`src/rtl/ifetch_queue.sv`:
```
// ============================================================================
//  Module      : ifetch_queue
//  Description : Instruction-fetch front end. Issues fetches from the PC
//                register, tracks them in an in-order tagged queue for decode
//                and drops stale responses after a redirect flush.
//  Revision    : 1.0  initial release
// ============================================================================
`default_nettype none

module ifetch_queue #(
  parameter int DEPTH = 4,
  parameter int CNT_W = 3
) (
  input  logic             clk,
  input  logic             reset,
  input  logic [31:0]      pc_in,
  output logic             pc_en,
  output logic             imem_req,
  output logic [31:0]      imem_addr,
  input  logic             imem_ack,
  input  logic             imem_rvalid,
  input  logic [31:0]      imem_rdata,
  input  logic             flush,
  input  logic             deq,
  output logic             inst_valid,
  output logic [31:0]      inst_out,
  output logic [31:0]      inst_pc,
  output logic [CNT_W-1:0] count
);

  localparam int               IDX_W   = $clog2(DEPTH);
  localparam logic [CNT_W-1:0] DEPTH_C = CNT_W'(DEPTH);
  localparam logic [CNT_W-1:0] ONE_C   = CNT_W'(1);
  localparam logic [CNT_W:0]   ONE_X   = (CNT_W + 1)'(1);

  // Pointers carry one wrap bit above the entry index.
  logic [CNT_W-1:0] tail_q, tail_d;
  logic [CNT_W-1:0] fill_q, fill_d;
  logic [CNT_W-1:0] head_q, head_d;
  logic [CNT_W-1:0] drop_q, drop_d;
  logic [DEPTH-1:0] filled_q, filled_d;

  logic [31:0] pc_mem   [DEPTH];
  logic [31:0] data_mem [DEPTH];

  logic [CNT_W-1:0] count_w;
  logic [CNT_W-1:0] inflight_w;
  logic [CNT_W:0]   drop_sum;
  logic             resp_drop;
  logic             resp_fill;
  logic             do_deq;

  logic [IDX_W-1:0] tail_idx;
  logic [IDX_W-1:0] fill_idx;
  logic [IDX_W-1:0] head_idx;

  assign tail_idx   = tail_q[IDX_W-1:0];
  assign fill_idx   = fill_q[IDX_W-1:0];
  assign head_idx   = head_q[IDX_W-1:0];

  assign count_w    = tail_q - head_q;
  assign inflight_w = tail_q - fill_q;

  // Issue is gated until every response owed to a flushed request has drained.
  assign imem_req   = !reset && !flush && (count_w < DEPTH_C) && (drop_q == '0);
  assign imem_addr  = pc_in;
  assign pc_en      = imem_req && imem_ack;

  assign resp_drop  = imem_rvalid && !flush && (drop_q != '0);
  assign resp_fill  = imem_rvalid && !flush && (drop_q == '0) && (fill_q != tail_q);

  assign inst_valid = (head_q != fill_q);
  assign inst_out   = data_mem[head_idx];
  assign inst_pc    = pc_mem[head_idx];
  assign count      = count_w;

  assign do_deq     = deq && inst_valid && !flush;

  always_comb begin
    tail_d   = tail_q;
    fill_d   = fill_q;
    head_d   = head_q;
    drop_d   = drop_q;
    filled_d = filled_q;
    drop_sum = '0;

    if (flush) begin
      tail_d   = '0;
      fill_d   = '0;
      head_d   = '0;
      filled_d = '0;
      // A response arriving in the flush cycle belongs to a dropped request.
      drop_sum = {1'b0, drop_q} + {1'b0, inflight_w};
      if (imem_rvalid && (drop_sum != '0)) begin
        drop_sum = drop_sum - ONE_X;
      end
      drop_d   = drop_sum[CNT_W-1:0];
    end else begin
      if (pc_en) begin
        tail_d             = tail_q + ONE_C;
        filled_d[tail_idx] = 1'b0;
      end
      if (resp_fill) begin
        fill_d             = fill_q + ONE_C;
        filled_d[fill_idx] = 1'b1;
      end
      if (resp_drop) begin
        drop_d = drop_q - ONE_C;
      end
      if (do_deq) begin
        head_d = head_q + ONE_C;
      end
    end
  end

  always_ff @(posedge clk) begin
    if (reset) begin
      tail_q   <= '0;
      fill_q   <= '0;
      head_q   <= '0;
      drop_q   <= '0;
      filled_q <= '0;
    end else begin
      tail_q   <= tail_d;
      fill_q   <= fill_d;
      head_q   <= head_d;
      drop_q   <= drop_d;
      filled_q <= filled_d;
    end
  end

  always_ff @(posedge clk) begin
    if (pc_en) begin
      pc_mem[tail_idx] <= pc_in;
    end
    if (resp_fill && !reset) begin
      data_mem[fill_idx] <= imem_rdata;
    end
  end

endmodule

`default_nettype wire
```
`config.mk`:
```
export PLATFORM = sky130hd
export DESIGN_NAME = ifetch_queue
export DESIGN_NICKNAME = d
export VERILOG_FILES = /design/src/rtl/ifetch_queue.sv
export SDC_FILE = /design/constraint.sdc
export NUM_CORES = 1
export LEC_CHECK = 0
export ABC_CLOCK_PERIOD_IN_PS = 4330
export BUFFER_PORTS_ARGS = -buffer_cell sky130_fd_sc_hd__buf_4
export CORE_UTILIZATION = 41
export DETAILED_ROUTE_END_ITERATION = 10
export GPL_ROUTABILITY_DRIVEN = 1
export SETUP_SLACK_MARGIN = 0.02
export SLEW_MARGIN = 20
export SYNTH_ARGS = -nofsm -noshare
export SYNTH_HDL_FRONTEND = slang
export SYNTH_SLANG_ARGS = --single-unit
```
`constraint.sdc`:
```
create_clock -name clk -period 4.33 [get_ports clk]
set_clock_uncertainty 0.15 [all_clocks]
set_input_delay 0.433 -clock clk [delete_from_list [all_inputs] [get_ports clk]]
set_output_delay 0.433 -clock clk [all_outputs]
set_load 0.005 [all_outputs]
```
# Word level (Yosys, flattened, before mapping)
# Memories as Yosys holds them, arrays and structs flattened. A register that Yosys moved wholly into a read port is not among the register bits.
# Cells that the tools add are included.
# totals
ram_bits	256
n_memories	2
ff_bits	12
input_bits	70
wordCells	47
output_inout_bits	102
# classes
addsub	8
n_reduce_logical	19
eq_ne	2
n_lt_le_gt_ge	1
mux	11
# memory_table
memory	words	width	rd	rd_clocked_by_memory_dff	write_ports	line	source
data_mem	4	32	1	1	1	44	logic [31:0] data_mem [DEPTH];
pc_mem	4	32	1	1	1	43	logic [31:0] pc_mem [DEPTH];
# ops
operator	n
$logic_and A1 B1 Y1	12
$add A3 B1 Y3 const B	3
$mux W3	3
$mux W2	4
$ne A3 B3 Y1	2
$sub A3 B1 Y3 const B	2
$sub A3 B3 Y3	2
$add A3 B3 Y4	1
$mux W1	4
$reduce_bool A4 Y1	1
$logic_not A3 Y1	1
$lt A3 B3 Y1 const B	1
$reduce_bool A3 Y1	1
$logic_not A1 Y1	2
$reduce_bool A2 Y1	1
$reduce_or A2 Y1	1

# Logic depth before layout (Yosys ltp)
# depth
word_depth	7
depth_mapped	11
ltp_nobuf	11

# Least setup slack after synthesis
# OpenSTA, ideal clock, no wires.
# synth_path
kind	flip-flop to flip-flop
startpoint	register drop_q[1]
endpoint	memory data_mem[3][0], enable pin
n_path_buf	0
path_slack_ns	0.497
arrival_ns	3.221
stages_incl_launch_ff	6
required_ns	3.719
setup_ns	0.461
synth_period_minus_slack_ns	3.833
path_cell_list	dfxtp_1 -> inv_1 -> ha_1 -> nor2b_1 -> o211ai_2 -> nor3_1
# synth_via
elab_chain_cells	6
# synth_rtl
item	line	source
start: declaration	40	logic [CNT_W-1:0] drop_q, drop_d;
start signal: assignment	127	drop_q <= drop_d;
$logic_not A3 Y1	70	assign resp_fill = imem_rvalid && !flush && (drop_q == '0) && (fill_q != tail_q);
$logic_and A1 B1 Y1 (2 in a row)	70	
$logic_and A1 B1 Y1	136	if (resp_fill && !reset) begin
$mux W1	136	
$mux W1 (not written as such)	137	data_mem[fill_idx] <= imem_rdata;
end: declaration	44	
# No other way between the ends.

# Final worst setup path
# layout_path
startpoint	register tail_q[0]
endpoint	register drop_q[0]
# layout_via
elab_chain_cells	6
word_cells_on_any_way	7
classes_between	add/sub: 3; mux: 2; reduce/logical: 2
# layout_rtl
item	line	source
start: declaration	37	logic [CNT_W-1:0] tail_q, tail_d;
start signal: assignment	124	tail_q <= tail_d;
$sub A3 B3 Y3 *	62	assign inflight_w = tail_q - fill_q;
$add A3 B3 Y4 *	93	drop_sum = {1'b0, drop_q} + {1'b0, inflight_w};
parallel branches: the longest is 2 deep, another holds $sub A3 B1 Y3	n/a	
$mux W3 *	94	if (imem_rvalid && (drop_sum != '0)) begin
$mux W3 *	87	if (flush) begin
# Every way passes the cells marked *.
# A chain may end at the register's enable or synchronous reset.

==> impl.org <==
** Critical path
- Worst Reg2Reg Path Length in Cells :: 12
- The worst register-to-register path ends at drop_q[0].
- Crit-path leading delay family :: adder cells
- The largest single stage delay on the critical path is ~560 ps.
- Critical Path RT :: 4650 ps
- Of all nets on the critical path, the largest fanout is 5.
- Counting both buffers and inverters, the worst setup path holds a total of 4.
- At the worst endpoint, the arrival time is a little over 4000 ps.
- The worst setup path is launched from a flop.
- Cell repeated most along the worst path :: inv_1
- STA classifies the critical path endpoint as a flop.
- CP Cell Sequence :: inv_1, ha_1, inv_1, fa_1, inv_1, fa_1, ha_1, or4bb_1, o311ai_4, xnor2_1, a211oi_2, dlygate4sd3_1
- Internal reg-to-reg setup slack :: approximately 500 ps
- On the critical path, the stage with the largest delay is an instance of dlygate4sd3_1.
- Kind of critical path :: flop to flop
- R2r startpoint :: tail_q[0]

** STA
- For the final routed database, the setup TNS stands at 0 ps.
- Once routing completed, OpenROAD measured the worst setup slack at a little over 500 ps.
- The final critical path takes up 88.2% of the cycle.
- Timing would allow up to ~0.26 GHz.
- Worst-Margin Slew :: 1040 ps
- Unrepaired setup endpoints after global routing :: no
- Endpoints failing hold :: 0
- Setup-violating endpoint count in the final report :: 0
- Final worst path period need :: ~3800 ps
- Worst slew margin relative to its limit :: 30.8%
- The count of pins over their slew limit came to 0.

** Logic synthesis
- Average instance area after synthesis :: roughly 22 um^2
- In the synthesized netlist the async set-or-reset flop fraction comes to 0%.
- Most frequently used flop master after synthesis :: edfxtp_1
- After synthesis the netlist holds a flip-flop and latch count of 270.
- Yosys mapped a number of flops with a built-in enable equal to around 260.
- Yosys attributes the largest share of cell area to edfxtp_1, mux4_2, dfxtp_1.
- Seq/Total Area, Yosys :: roughly 75%
- Netlist area before placement :: 0.0106 mm^2
- Dominant cell type by area after synthesis :: edfxtp_1
- Synth top cells by count :: edfxtp_1, mux4_2, buf_4
- Synth Instances :: around 490
- Library cell with the highest instance count after synthesis :: edfxtp_1
- Share of Yosys cell area claimed by the top area cell type :: roughly 73%
- Yosys warning count :: 0
- The number of different library cells used by synthesis comes to ~40.
- The number of nets in the synthesized netlist is 582.

** Worst hold path
- The worst hold path begins at imem_ack.
- The path class of the tightest hold or removal check is input port to flop.
- The worst hold path was traced through 4 stages.
- The path with the worst hold slack has its endpoint at tail_q[2].

** Pwr
- Across the VDD grid, the largest voltage drop is between 0.2 and 0.25 mV.
- Logic gate share of total power :: approximately 5.4%
- Power share of the sequential group :: between 50% and 60%
- The analysis attributes to cell leakage a power of around 4.8 nW.
- The clock network accounts for between 40% and 50% of the total power.
- Power density of the placed cells :: approximately 400 mW/mm^2
- The analysis attributes to net switching a power of 0.00108 W.
- P_int :: 0.00452 W
- Net switching is around 19% of the power.

** Route
- Via total after detailed routing :: around 5300
- Number of DRC markers after the initial detailed-route iteration :: a little over 200
- The first detailed-routing pass ran for 5 iterations.
- Via density per instance :: between 4 and 5
- Once detail routing completed, the nets flagged for antenna violations numbered 0.
- DRT Wirelength :: 19.9 mm
- In the routed design, unresolved DRC markers number 0.
- Average routed wire per standard cell :: between 15 and 20 um

** Global route
- All-layer global routing usage :: between 10% and 20%
- Vias in the first global route :: approximately 5700
- The first global-routing pass estimated roughly 31 mm of wire.
- Entering global routing, the biggest net connects 65 pins.
- Number of antenna violations at the first check in global routing :: 0
- Global routing finished with a remaining overflow of 0.

** Floorplanning
- The initial utilization of the core area, before any placement, comes to around two fifths.
- The die is ~160 um wide.
- Measured along the y axis, the die boundary spans between 150 and 200 um.
- The initialized floorplan defines between 50 and 60 standard-cell rows.
- In this run the count of I/O pins placed on the die edge is between 150 and 200.
- The region available for standard cell placement spans between 0.02 and 0.03 mm^2.
- The die covers between 0.02 and 0.03 mm^2.

** Clocking
- In this run the post-CTS setup repair buffer count came out at 0.
- Clock tree from TritonCTS :: done
- Insertion delay of the later-clocked pin in the worst-skew pair :: ~530 ps
- Clock Tree Buf Depth :: 3
- After clock tree synthesis, the flow added hold-fix buffers numbering 67.
- CTS built an H-tree with a depth of 1.
- Clock-pin slew was measured on the worst setup and hold paths at roughly 60 ps.
- Clock buffer count from CTS :: 28
- Sinks on Clock Net :: between 200 and 300
- Root buffer cell :: clkbuf_16
- Post-CTS repair changed the size of 0 cells.

** Flow run
- Across the run, the number of max-cap violations was 0.

** Placed design
- Final RePlAce weighted congestion :: roughly 0.7
- Dpl cells :: around 950
- Detailed placement ended at an HPWL of between 10 and 15 mm.
- Port buffering added ~170 buffers.
- Post-placement worst setup slack :: between 800 and 900 ps

** Cells and area
- Storage element area :: between 0.007 and 0.008 mm^2
- Fill cells in the final layout number between 1500 and 2000.
- Count of nets after finishing :: 804
- Diode count :: 0
- Summing all multi-input logic gate instances after layout gives roughly 0.0023 mm^2.
- Post-synthesis to final-layout area growth :: 28.8%
- Share of post-route cells with drive strength above 1 :: roughly two fifths
- Excluding fillers, the count of instances in the completed layout stands at ~1100.
- Once layout is complete, the utilization of the core stands at 54.0%.

** Outcome
- Result of the run :: finished clean
layout make-up:
cell class	instances	share of cell area, %
Clock inverter	13	1.29
Timing Repair Buffer	240	14.5
Inverter	17	0.468
Tap cell	330	3.03
Clock buffer	38	5.64
Sequential cell	270	58.5
Multi-Input combinational cell	156	16.5
worst min-delay path, cell delays in order:
cell and delay [ps]:
buf_4 110, nand4_1 70, xor2_1 60, nor2_1 70
cell usage in the layout (no fill, tap or decap), drive strengths merged, types with 7 or more instances in the layout:
cell type,count
and2,8
buf,173
clkbuf,38
clkinv,8
dfxtp,14
dlygate4sd3,67
edfxtp,256
ha,18
inv,18
mux4,64
nor2,11
xor2,7
registers in the layout (all words and copies together), names as in the netlist, named ones only:
name      cells
drop_q        3
head_q        3
data_mem    128
fill_q        3
tail_q        3
pc_mem      128
power by group through the flow:
stage	combinational [W]	sequential (W)	clock, W
after detailed placement	0.000252	0.00294	0
after floorplan	0.000123	0.00294	0
final	0.000301	0.00288	0.00242
after CTS	0.000304	0.00288	0.00247
after global placement	0.000238	0.00294	0
after global routing	0.000328	0.00289	0.00256
worst max-delay path by stage:
stage	from	end	slack [ps]	cells past startpoint
floorplan	drop_q[1]	data_mem[3][0]	500	5
global placement	tail_q[0]	drop_q[1]	940	11
global route	tail_q[0]	drop_q[0]	380	12
finish	tail_q[0]	drop_q[0]	510	12
CTS	tail_q[0]	drop_q[0]	500	12
detailed placement	tail_q[0]	drop_q[1]	800	11
per-layer routing:
metal	GRT usage, %	wire, um
met1	19.7	8230
met3	2.52	877
met4	4.80	463
met5	0	0
met2	26.7	10300
cells by family (layout without fill, tap and decap cells):
family                   count (synthesis)  after routing  synth area share [%]
AND/OR/NAND/NOR                         39             39                  2.00
AO/OA/AOI/OAI                           15             15                  1.27
buffers and inverters                   65            308                  3.52
adder cells (fa/ha/maj)                 21             21                  2.70
flip-flops                             270            270                  75.3
XOR/XNOR                                13             13                  1.21
multiplexers                            68             68                  14.0
through the flow:
stage / total power, W / hold slack [ps] / area, um^2
floorplan: 0.00306 / 348 / 10600
global placement: 0.00318 / 391 / 12000
detailed placement: 0.00319 / 400 / 12000
CTS: 0.00566 / 91.0 / 13600
global route: 0.00578 / 133 / 13600
finish: 0.00560 / 115 / 13600
(Power assumes the default switching activity.)
